`src/rtl/divider_host_ctrl.sv`:
```
// Host-side sequencer for divider_timing: operand FIFO, one-at-a-time divider handshake, tagged result port.
// Optional WAIT_DONE watchdog and sticky Err_Timeout output are enabled by defining DIVHOST_TIMEOUT_EN.
module divider_host_ctrl #(
  parameter int FIFO_DEPTH  = 4,
  parameter int DIV_TIMEOUT = 32
) (
  input  logic       Clk,
  input  logic       Reset,
  input  logic       Op_Valid,
  input  logic [3:0] Op_X,
  input  logic [3:0] Op_Y,
  output logic       Op_Ready,
  output logic [3:0] Div_Xin,
  output logic [3:0] Div_Yin,
  output logic       Div_Start,
  output logic       Div_Ack,
  input  logic       Div_Done,
  input  logic [3:0] Div_Quotient,
  input  logic [3:0] Div_Remainder,
  output logic       Res_Valid,
  input  logic       Res_Ready,
  output logic [3:0] Res_X,
  output logic [3:0] Res_Y,
  output logic [3:0] Res_Quotient,
  output logic [3:0] Res_Remainder,
  output logic       Res_DivZero,
`ifdef DIVHOST_TIMEOUT_EN
  output logic       Err_Timeout,
`endif
  output logic       Busy
);

  localparam int PTR_W = (FIFO_DEPTH > 1) ? $clog2(FIFO_DEPTH) : 1;
  localparam int CNT_W = PTR_W + 1;
  localparam logic [CNT_W-1:0] DEPTH_C = CNT_W'(FIFO_DEPTH);

  typedef enum logic [2:0] {
    S_IDLE,
    S_START,
    S_WAIT_DONE,
    S_ACK,
    S_OUT
  } state_t;

  state_t           state_q;
  logic [7:0]       fifo_mem [FIFO_DEPTH];
  logic [PTR_W-1:0] wr_ptr_q, rd_ptr_q;
  logic [CNT_W-1:0] count_q, count_d;
  logic             push, pop;
  logic [3:0]       head_x, head_y;

  logic [3:0] div_xin_q, div_yin_q;
  logic       div_start_q, div_ack_q;
  logic       res_valid_q, res_dz_q;
  logic [3:0] res_x_q, res_y_q, res_quot_q, res_rem_q;

`ifdef DIVHOST_TIMEOUT_EN
  localparam logic [5:0] TMO_LAST = 6'(DIV_TIMEOUT - 1);
  logic [5:0] tmo_cnt_q;
  logic       err_timeout_q;
  assign Err_Timeout = err_timeout_q;
`endif

  // The head is only popped from a registered count, so a freshly written entry is never bypassed.
  assign Op_Ready = (count_q != DEPTH_C);
  assign push     = Op_Valid && Op_Ready;
  assign pop      = (state_q == S_IDLE) && (count_q != '0);
  assign {head_x, head_y} = fifo_mem[rd_ptr_q];

  // NOTE: storage is deliberately not reset; the pointers and count alone decide which entries are valid.
  always_ff @(posedge Clk) begin
    if (push) fifo_mem[wr_ptr_q] <= {Op_X, Op_Y};
  end

  // NOTE: every combinational output gets a default first, so no path leaves it unassigned and no latch is inferred.
  always_comb begin
    count_d = count_q;
    case ({push, pop})
      2'b10:   count_d = count_q + CNT_W'(1);
      2'b01:   count_d = count_q - CNT_W'(1);
      default: count_d = count_q;
    endcase
  end

  // NOTE: sequential state uses non-blocking assignments so every register samples pre-edge values.
  always_ff @(posedge Clk or negedge Reset) begin
    if (!Reset) begin
      wr_ptr_q <= '0;
      rd_ptr_q <= '0;
      count_q  <= '0;
    end else begin
      if (push) wr_ptr_q <= wr_ptr_q + PTR_W'(1);
      if (pop)  rd_ptr_q <= rd_ptr_q + PTR_W'(1);
      count_q <= count_d;
    end
  end

  always_ff @(posedge Clk or negedge Reset) begin
    if (!Reset) begin
      state_q     <= S_IDLE;
      div_xin_q   <= '0;
      div_yin_q   <= '0;
      div_start_q <= 1'b0;
      div_ack_q   <= 1'b0;
      res_valid_q <= 1'b0;
      res_x_q     <= '0;
      res_y_q     <= '0;
      res_quot_q  <= '0;
      res_rem_q   <= '0;
      res_dz_q    <= 1'b0;
`ifdef DIVHOST_TIMEOUT_EN
      tmo_cnt_q     <= '0;
      err_timeout_q <= 1'b0;
`endif
    end else begin
      case (state_q)
        S_IDLE: begin
          if (pop) begin
            div_xin_q <= head_x;
            div_yin_q <= head_y;
            res_x_q   <= head_x;
            res_y_q   <= head_y;
            if (head_y == 4'd0) begin
              // Divide-by-zero is answered locally and never touches the divider.
              res_quot_q  <= 4'hF;
              res_rem_q   <= head_x;
              res_dz_q    <= 1'b1;
              res_valid_q <= 1'b1;
              state_q     <= S_OUT;
            end else begin
              res_dz_q    <= 1'b0;
              div_start_q <= 1'b1;
              state_q     <= S_START;
            end
          end
        end
        S_START: begin
          div_start_q <= 1'b0;
          state_q     <= S_WAIT_DONE;
`ifdef DIVHOST_TIMEOUT_EN
          tmo_cnt_q   <= '0;
`endif
        end
        S_WAIT_DONE: begin
          if (Div_Done) begin
            res_quot_q <= Div_Quotient;
            res_rem_q  <= Div_Remainder;
            div_ack_q  <= 1'b1;
            state_q    <= S_ACK;
          end
`ifdef DIVHOST_TIMEOUT_EN
          else if (tmo_cnt_q == TMO_LAST) begin
            // Abort: the Ack pulse returns the divider's handshake to its idle state.
            res_quot_q    <= '0;
            res_rem_q     <= '0;
            err_timeout_q <= 1'b1;
            div_ack_q     <= 1'b1;
            state_q       <= S_ACK;
          end else begin
            tmo_cnt_q <= tmo_cnt_q + 6'd1;
          end
`endif
        end
        S_ACK: begin
          div_ack_q   <= 1'b0;
          res_valid_q <= 1'b1;
          state_q     <= S_OUT;
        end
        S_OUT: begin
          if (Res_Ready) begin
            res_valid_q <= 1'b0;
            state_q     <= S_IDLE;
          end
        end
        default: state_q <= S_IDLE;
      endcase
    end
  end

  assign Div_Xin       = div_xin_q;
  assign Div_Yin       = div_yin_q;
  assign Div_Start     = div_start_q;
  assign Div_Ack       = div_ack_q;
  assign Res_Valid     = res_valid_q;
  assign Res_X         = res_x_q;
  assign Res_Y         = res_y_q;
  assign Res_Quotient  = res_quot_q;
  assign Res_Remainder = res_rem_q;
  assign Res_DivZero   = res_dz_q;
  assign Busy          = (state_q != S_IDLE) || (count_q != '0);

endmodule

```
`config.mk`:
```
export PLATFORM = sky130hd
export DESIGN_NAME = divider_host_ctrl
export DESIGN_NICKNAME = d
export VERILOG_FILES = /design/src/rtl/divider_host_ctrl.sv
export SDC_FILE = /design/constraint.sdc
export NUM_CORES = 1
export LEC_CHECK = 0
export ABC_CLOCK_PERIOD_IN_PS = 6550
export BUFFER_PORTS_ARGS = -buffer_cell sky130_fd_sc_hd__clkbuf_2
export CORE_ASPECT_RATIO = 1.25
export CORE_MARGIN = 5
export CORE_UTILIZATION = 30
export CTS_CLUSTER_SIZE = 16
export DETAILED_ROUTE_END_ITERATION = 10
export PLACE_DENSITY = 0.57
export SLEW_MARGIN = 20
export SYNTH_ARGS = -nofsm -noshare
export SYNTH_HDL_FRONTEND = slang
export SYNTH_SLANG_ARGS = --single-unit
```
`constraint.sdc`:
```
create_clock -name Clk -period 6.55 [get_ports Clk]
set_clock_uncertainty 0.05 [all_clocks]
set_input_delay 1.6375 -clock Clk [delete_from_list [all_inputs] [get_ports Clk]]
set_output_delay 1.6375 -clock Clk [all_outputs]
set_load 0.01 [all_outputs]
```
==> flow_summary.yaml <==
status:
  status: "complete, no violations"
clock_tree:
  clock_latency_ps: 330
  ctsRootBufferMaster: "clkbuf_8"
  cts_resized: 0
  cts_setup_buffers: 0
  tritoncts: "built"
  clk_path_buf_depth: 2
  clock-sinks: 62
  htree_levels: 3
  hold_buffers: 0
  cts.reportedPaths.clkPinSlew_ps: 70
  cts_made_buffers: 9
global_routing:
  grt_pass1_vias: 1521
  antenna_found_initial: 0
  gr-total-overflow: 0
  grt_first_pass_wirelength_um: 7650
  grt_start_max_net_pins: 31
  grt_usage_pct: 9.51
sta:
  holdWs_ps: 442
  post-route-min-period_ps: 3160
  timing.slew.headroom_pct: 49.7
  fmax_ghz: 0.317
  finalMaxSlewViolations: 0
  setup_viol: 0
  rsz0062_at_grt: "no"
  worst_slew_pin_slew_ps: 754
  fin_tns_setup_ps: 0
  post-route-period-util_pct: 48.2
  hold_violations: 0
power:
  clockPowerShare_pct: 21.5
  switchingPower_uw: 538
  p_leak_nw: 1.33
  power.share.sequential_pct: 43.3
  ir_worst_vdd_uv: 106
  power_frac_comb_pct: 35.2
  p_sw_share_pct: 35.4
  intPower_uw: 982
  p_per_area_nw_per_um2: 483
  p_total_mw: 1.52
routing:
  drc_errors: 0
  ant_nets: 0
  via_per_inst: 4.25
  drt-pass1-iter-count: 4
  drt_iter0_drc: 65
  routed-via-count: 1479
  wl_per_cell_um: 13.8
  drt_wl_total_um: 4800
setup_path:
  rr_worst_depth: 4
  critPathCaptureType: "primary output"
  critPathMaxFanout: 5
  r2r_slack_ps: 3810
  critical_path_required_ps: 4860
  arrival_ps: 1470
  path_class: "flop to primary output"
  crit_end: "Busy"
  startpoint: "count_q[0]"
  r2r_end: "Res_Quotient[3]"
  reg2reg_from: "rd_ptr_q[0]"
  critPathLaunchType: "flop"
yosys:
  synth_seq_area_share_pct: 64.5
  async_reset_ff_share_pct: 48.4
  ys_ff_latch: 62
  ys.flop_type: "edfxtp_1"
  mappedNetlistArea_um2: 2650
  synth_area_per_cell_um2: 14.8
  synth_cell_types: 35
  synthCells: 179
  synth_edf_count: 32
  ys_warn_count: 0
  synth_nets: 206
floorplan:
  core_um2: 8650
  die_y_um: 115
  die-area_um2: 10800
  boundaryPins: 51
  initial_core_util_pct: 30.7
  rows: 38
  die_w_um: 94.1
placed_design:
  place.gp.congestion: 0.688
  placed_cell_area_um2: 2940
  port_buffers: 50
  hpwl_um: 3540
finish:
  final_util_pct: 36.3
  final_nets: 250
  diodes: 0
  stdcell_area_um2: 3140
  syn_to_final_growth_pct: 18.4
  layout_common_cells: "50 x clkbuf_2, 32 x edfxtp_1, 30 x dfrtp_1"
  final_common_cell: "clkbuf_2"
  layout-drive-gt1-share_pct: 34.2
job:
  cap_violations: 0
hold_path:
  hold_class: "flop to flop"
[kinds of logic after synthesis]
logic type	count (synthesis)	synth area share (%)
simple gates	45	8.49
flops	62	64.5
fa+ha+maj	6	3.11
buf+inv	26	5.42
xor+xnor	7	2.31
compound gates	14	4.29
mux	19	11.9
[synth_stat cells, types with 2 or more instances]
| cell type | number | area (µm²) |
|---|---|---|
| edfxtp_1 | 32 | 961 |
| dfrtp_1 | 30 | 751 |
| nand2_1 | 18 | 67.6 |
| buf_4 | 8 | 60.1 |
| inv_1 | 8 | 30.0 |
| a21oi_1 | 6 | 30.0 |
| mux2i_1 | 6 | 60.1 |
| clkbuf_1 | 5 | 18.8 |
| ha_1 | 5 | 62.6 |
| mux2_2 | 5 | 56.3 |
| mux4_1 | 5 | 131 |
| nor2_1 | 5 | 18.8 |
| nor3_1 | 5 | 25.0 |
| xnor2_1 | 5 | 43.8 |
| and3_1 | 4 | 25.0 |
| nand3b_1 | 4 | 30.0 |
| o22a_1 | 4 | 35.0 |
| mux4_2 | 3 | 67.6 |
| buf_6 | 2 | 22.5 |
| nand3_1 | 2 | 10.0 |
| or2_2 | 2 | 12.5 |
| xor2_1 | 2 | 17.5 |
[worst min path at each step]
stage	start	to	slack, ps	cells after the start
after floorplan	count_q[2]	count_q[2]	410	1
after global placement	Res_Quotient[1]	Res_Quotient[1]	420	1
after CTS	Res_Quotient[1]	Res_Quotient[1]	450	1
after detailed placement	Res_Quotient[1]	Res_Quotient[1]	430	1
after global routing	Res_Quotient[0]	Res_Quotient[0]	460	1
final	Res_Quotient[1]	Res_Quotient[1]	440	1
[sequential cells by signal, summed over array words and instances (netlist names)]
| name | flops |
|---|---|
| rd_ptr_q | 2 |
| Res_Quotient | 4 |
| count_q | 3 |
| Res_Remainder | 4 |
| Res_Valid | 1 |
| Div_Start | 1 |
| wr_ptr_q | 2 |
| Res_X | 4 |
| Div_Ack | 1 |
| Res_Y | 4 |
| Res_DivZero | 1 |
| state_q | 3 |
| fifo_mem | 32 |
[per-stage QoR]
stage	setup slack, ps	cells
floorplan	3620	179
global placement	3470	332
detailed placement	3370	332
CTS	3360	348
global route	3330	348
finish	3390	348
[worst max-delay path, stage by stage (launching register included)]
cell	delay, ps
dfrtp_1	400
or3_1	430
nand2b_1	180
clkbuf_2	130
[final cells by class]
cell class / count / area, µm²
Fill cell: 867 / 5510
Inverter: 9 / 33.8
Sequential cell: 62 / 1710
Timing Repair Buffer: 50 / 250
Tap cell: 120 / 150
Clock inverter: 6 / 71.3
Multi-Input combinational cell: 91 / 798
Clock buffer: 10 / 128
[metal layers]
layer	GRT usage (%)	wire length, µm	up-vias
met3	3.99	354	6
met1	11.3	2070	703
li1	-	-	729
met2	14.8	2300	41
met4	4.62	77	0
met5	0	0	-
[power groups by stage]
stage	Clock, mW	Combinational, mW	Sequential (mW)
global placement	0	0.536	0.666
floorplan	0	0.433	0.636
finish	0.327	0.534	0.658
global route	0.353	0.596	0.678
CTS	0.338	0.549	0.663
detailed placement	0	0.548	0.671
Power figures use the tool's default switching activity.
